[src/rtl/inst_fetch_queue.sv]
// Instruction fetch front-end: credit-limited request issue to instruction memory and an
// in-order {pc, instruction} queue to the core. Optional stall counter under IFQ_PERF_EN.
module inst_fetch_queue #(
    parameter int unsigned DEPTH    = 4,
    parameter logic [31:0] RESET_PC = 32'h0000_0000
) (
    input  logic        clk,
    input  logic        rst_n,
    output logic        imem_req_valid,
    input  logic        imem_req_ready,
    output logic [31:0] imem_req_addr,
    input  logic        imem_rsp_valid,
    input  logic [31:0] imem_rsp_data,
    input  logic        redirect_valid,
    input  logic [31:0] redirect_pc,
    output logic        inst_valid,
    input  logic        inst_ready,
    output logic [31:0] inst_data,
    output logic [31:0] inst_pc
`ifdef IFQ_PERF_EN
    ,
    output logic [31:0] stall_cycles
`endif
);

    localparam int unsigned CW = $clog2(DEPTH) + 1;
    localparam int unsigned PW = $clog2(DEPTH);
    localparam logic [CW-1:0] ONE = {{(CW-1){1'b0}}, 1'b1};

    logic [31:0]   fetch_pc_q;
    logic [31:0]   rsp_pc_q;
    logic [CW-1:0] occ_q;
    logic [CW-1:0] outst_q;
    logic [CW-1:0] drop_q;
    logic [PW-1:0] head_q;
    logic [PW-1:0] tail_q;
    logic [31:0]   mem_data [DEPTH];
    logic [31:0]   mem_pc   [DEPTH];

    logic        req_fire;
    logic        rsp_fire;
    logic        keep;
    logic        deq;
    logic [31:0] target_pc;
    logic        unused_redirect_lsb;

    assign target_pc           = {redirect_pc[31:2], 2'b00};
    assign unused_redirect_lsb = ^redirect_pc[1:0];

    // Queue entries plus outstanding requests never exceed DEPTH, so responses cannot overflow.
    assign imem_req_valid = rst_n && !redirect_valid
                            && ((int'(occ_q) + int'(outst_q)) < int'(DEPTH));
    assign imem_req_addr  = rst_n ? fetch_pc_q : RESET_PC;
    assign req_fire       = imem_req_valid && imem_req_ready;

    // A response with nothing outstanding is a protocol error and is ignored.
    assign rsp_fire = imem_rsp_valid && (outst_q != '0);
    assign keep     = rsp_fire && (drop_q == '0);

    assign inst_valid = rst_n && (occ_q != '0);
    assign inst_data  = rst_n ? mem_data[head_q] : 32'h0;
    assign inst_pc    = rst_n ? mem_pc[head_q] : RESET_PC;
    assign deq        = inst_valid && inst_ready;

    always_ff @(posedge clk) begin
        if (!rst_n) begin
            fetch_pc_q <= RESET_PC;
            rsp_pc_q   <= RESET_PC;
            occ_q      <= '0;
            outst_q    <= '0;
            drop_q     <= '0;
            head_q     <= '0;
            tail_q     <= '0;
        end else if (redirect_valid) begin
            fetch_pc_q <= target_pc;
            rsp_pc_q   <= target_pc;
            occ_q      <= '0;
            head_q     <= '0;
            tail_q     <= '0;
            outst_q    <= outst_q - (rsp_fire ? ONE : '0);
            drop_q     <= outst_q - (rsp_fire ? ONE : '0);
        end else begin
            if (req_fire) begin
                fetch_pc_q <= fetch_pc_q + 32'd4;
            end
            outst_q <= outst_q + (req_fire ? ONE : '0) - (rsp_fire ? ONE : '0);
            if (rsp_fire && (drop_q != '0)) begin
                drop_q <= drop_q - ONE;
            end
            if (keep) begin
                rsp_pc_q <= rsp_pc_q + 32'd4;
                tail_q   <= tail_q + 1'b1;
            end
            if (deq) begin
                head_q <= head_q + 1'b1;
            end
            case ({keep, deq})
                2'b10:   occ_q <= occ_q + ONE;
                2'b01:   occ_q <= occ_q - ONE;
                default: occ_q <= occ_q;
            endcase
        end
    end

    // Storage is deliberately left uncleared by reset.
    always_ff @(posedge clk) begin
        if (rst_n && !redirect_valid && keep) begin
            mem_data[tail_q] <= imem_rsp_data;
            mem_pc[tail_q]   <= rsp_pc_q;
        end
    end

`ifdef IFQ_PERF_EN
    always_ff @(posedge clk) begin
        if (!rst_n) begin
            stall_cycles <= 32'h0;
        end else if (inst_ready && !inst_valid && (stall_cycles != 32'hFFFF_FFFF)) begin
            stall_cycles <= stall_cycles + 32'd1;
        end
    end
`endif

endmodule

[config.mk]
export PLATFORM = sky130hd
export DESIGN_NAME = inst_fetch_queue
export DESIGN_NICKNAME = d
export VERILOG_FILES = /design/src/rtl/inst_fetch_queue.sv
export SDC_FILE = /design/constraint.sdc
export NUM_CORES = 1
export LEC_CHECK = 0
export CAP_MARGIN = 30
export CORE_UTILIZATION = 55
export CTS_BUF_LIST = sky130_fd_sc_hd__clkbuf_2 sky130_fd_sc_hd__clkbuf_4 sky130_fd_sc_hd__clkbuf_8
export DETAILED_ROUTE_END_ITERATION = 7
export PLACE_DENSITY_LB_ADDON = 0.15
export SLEW_MARGIN = 15
export SYNTH_ARGS = -nofsm -noshare
export SYNTH_HDL_FRONTEND = slang
export SYNTH_SLANG_ARGS = --single-unit
[constraint.sdc]
create_clock -name clk -period 6 [get_ports clk]
set_input_delay 0.6 -clock clk [delete_from_list [all_inputs] [get_ports clk]]
set_output_delay 0.6 -clock clk [all_outputs]
set_load 0.01 [all_outputs]
==> key figures <==
Run status
  – Status: finished clean

Critical path
  – Reg-to-reg slack, setup: 2780 ps
  – Critical R2R Launch: outst_q[1]
  – WS Path Type: reg -> out
  – Arrival @ worst endpoint: 3050 ps
  – CP Launch Type: register
  – Crit. End Element: output port
  – Reg2reg end: outst_q[2]
  – CP Max Fanout: 36
  – WP data required: 5400 ps
  – Worst-case reg-to-reg path depth: 12

Global routing
  – Global route total overflow: 0
  – Initial antenna violation count: 0
  – Largest net degree at the start of global routing: 71
  – Vias in the first global route: 8,254
  – GR Util All Layers: 22.0%
  – First-pass GRT wire length: 43.7 mm

Pwr
  – Max VDD drop: 0.222 mV
  – Leakage: 5.41 nW
  – Cell area power density: 293 nW/um^2

Layout
  – Fillcell total: 1,687
  – Commonest non-fill, non-tap cell in the layout: edfxtp_1
  – Nets: 1,192
  – Fraction of final layout cells sized beyond drive strength 1: 15.7%
  – Area Overhead vs Synth: 21.6%
  – Final Cell Area: 16,600 sq um
  – Most frequent cells in the layout: 248 x edfxtp_1, 160 x clkdlybuf4s50_1, 97 x and2_1, 73 x dfxtp_1, 62 x mux4_2
  – Ant. Diodes: 0

Synth
  – Main combinational cell family by area after synthesis: simple AND/OR/NAND/NOR gates
  – Synth warnings: 0
  – Number of synthesized flops with an enable pin: 248
  – Primary FF master, synth: edfxtp_1
  – Mux cell area share after synthesis: 10.5%
  – Mapped Area: 13,600 sq um
  – Mean Syn Cell Area: 14.7 sq um
  – Post-Synth Simple-Gate Area: 11.8%
  – Post-synthesis compound-gate area fraction: 4.53%
  – Adder-Cell Fraction of Synth Area: 1.67%
  – Sequential area share after synthesis: 65.6%
  – Synth Area in XOR/XNOR: 3.79%
  – Post-Syn Instances: 926
  – Flops & latches, synth: 323
  – Synth unique cells: 55
  – Fraction of registers with async set/reset: 0%

CTS
  – Clock sink count: 323
  – Clock Path Buffers: 3
  – H-tree lvl count: 2
  – Root Buffer: clkbuf_8
  – TritonCTS Buffers: 50
  – CTS tree: built
  – Hold-fix buffers, CTS: 0
  – Cts repair resizes: 0
  – # Post-CTS Setup Buffers: 0
  – Clk_lat worst skew: 550 ps
  – CTS clk-pin slew, worst paths: 60 ps

Drt
  – Vias per Instance: 5.55
  – Wirelength, routed: 27.4 mm
  – Average routed wire per standard cell: 18.6 microns
  – DRC: 0
  – Vias post-DR: 8,141
  – Initial detailed-routing violation count: 625
  – First-pass detailed-route iteration total: 5
  – Post-route ant nets: 0

Hold path
  – WHS Path Cells: 2
  – Worst Hold Class: reg -> reg
  – Hold_sp: tail_q[1]
  – Hold Crit Endpoint: tail_q[1]

Timing
  – Worst Tran Pin Value: 919 ps
  – Slew margin rel.: 38.5%
  – Peak Freq: 274 MHz
  – Worst hold slack: 500 ps
  – Tmin final: 3650 ps
  – Setup Viol. Count Final: 0
  – Final hold vios: 0
  – Crit share post-route: 60.8%
  – RSZ-0062 raised after global routing: false
  – Setup TNS: 0 ps
  – Setup slack after layout: 2350 ps
  – Clk_skew: 14.3 ps
  – Pins Over Slew Limit: 0

Floorplan
  – Die X: 160 microns
  – Core ar.: 24,300 sq um
  – Total die area: 25,400 sq um
  – Die height: 160 microns
  – IO Pins: 168
  – Initial Utilization: 56.1%
  – # rows: 57

Job
  – Max_cap viols: 0

Place
  – Pre-CTS WS: 2170 ps
  – Port bufs: 161
  – Final GP Congestion: 0.890
  – Post-DP HPWL: 17.5 mm
  – Placed inst area: 15,600 sq um
## power breakdown
part           leakage (nW)  internal (mW)  switching [mW]
logic                  2.02          0.253           0.247
registers              2.87           2.50          0.0791
clock network         0.523          0.966           0.818
## metrics by stage
stage	utilization [%]	total power [mW]	instances
2_1_floorplan	-	2.90	929
3_3_place_gp	64.0	3.11	1376
5_1_grt	68.2	5.07	1468
4_1_cts	68.1	4.90	1467
3_5_place_dp	64.0	3.12	1376
6_report	68.2	4.86	1468
## cell families (layout without fill, tap and decap cells)
logic type / Yosys count / after routing
other: 1 / 4
xor gates and xnor gates: 59 / 59
and+or+nand+nor: 280 / 280
adders and majority gates: 17 / 17
buffers and inverters: 71 / 286
AOI/OAI and AO/OA: 110 / 110
DFF: 323 / 323
muxes: 65 / 65
## state kept, by name, indices dropped and copies added (netlist names), named ones only
register,cells
mem_pc,120
rsp_pc_q,30
mem_data,128
drop_q,3
occ_q,3
outst_q,3
fetch_pc_q,30
head_q,2
tail_q,2
## routing by layer
metal	up-vias	share of wire [%]	global-route usage (%)
met4	0	1.9	6.38
met2	294	47	35.0
met5	-	0	0
met3	45	5.7	3.75
met1	3932	46	31.3
li1	3870	-	-
## worst max path at each step
stage	to	start	slack (ps)
floorplan	mem_data[0][0]	drop_q[0]	2860
global placement	outst_q[2]	redirect_valid	2170
global route	inst_pc[30]	register	2190
finish	inst_pc[30]	register	2350
detailed placement	outst_q[2]	redirect_valid	2170
CTS	inst_pc[7]	register	2030
## layout make-up
cell class              count  area (sq um)  area share (%)
flip-flops and latches    323          8950            54.0
inverters                  18          67.6           0.407
clock buffers              64           800            4.82
repair buffers            177          1760            10.6
clock inverters            27           186            1.12
multi-input cells         535          4420            26.6
well taps                 324           405            2.44
## cells in the mapped netlist (2+ instances only)
| cell | n | area (sq um) |
|---|---|---|
| a211oi_1 | 2 | 15.0 |
| xnor2_1 | 20 | 175 |
| nand4_1 | 29 | 181 |
| edfxtp_1 | 248 | 7450 |
| mux4_2 | 62 | 1400 |
| mux2i_1 | 2 | 20.0 |
| o31a_1 | 3 | 26.3 |
| a22o_1 | 2 | 17.5 |
| buf_2 | 11 | 55.1 |
| nor2b_1 | 3 | 18.8 |
| nor2_1 | 22 | 82.6 |
| a21oi_1 | 51 | 255 |
| a31oi_1 | 5 | 31.3 |
| xor2_1 | 39 | 342 |
| o21a_1 | 2 | 15.0 |
| nor4_1 | 7 | 43.8 |
| and2_1 | 97 | 607 |
| and3_1 | 16 | 100 |
| and4_1 | 6 | 52.6 |
| or3_1 | 4 | 25.0 |
| o21ai_0 | 34 | 170 |
| clkinv_1 | 2 | 7.51 |
| inv_1 | 16 | 60.1 |
| o211ai_1 | 3 | 22.5 |
| nand2_2 | 2 | 12.5 |
| fa_1 | 2 | 40.0 |
| nand3_1 | 28 | 140 |
| clkbuf_1 | 37 | 139 |
| nand2_1 | 41 | 154 |
| buf_4 | 5 | 37.5 |
| ha_1 | 15 | 188 |
| dfxtp_1 | 75 | 1500 |
| nor3_1 | 9 | 45.0 |
| nand2b_1 | 3 | 18.8 |
| a21boi_0 | 3 | 22.5 |
## critical path, stage by stage, from the launching register on
cell and delay [ps]:
dfxtp_2 790, buf_4 570, mux4_2 370, and2_1 180
clkdlybuf4s50_1 540
Power figures use the tool's default switching activity.
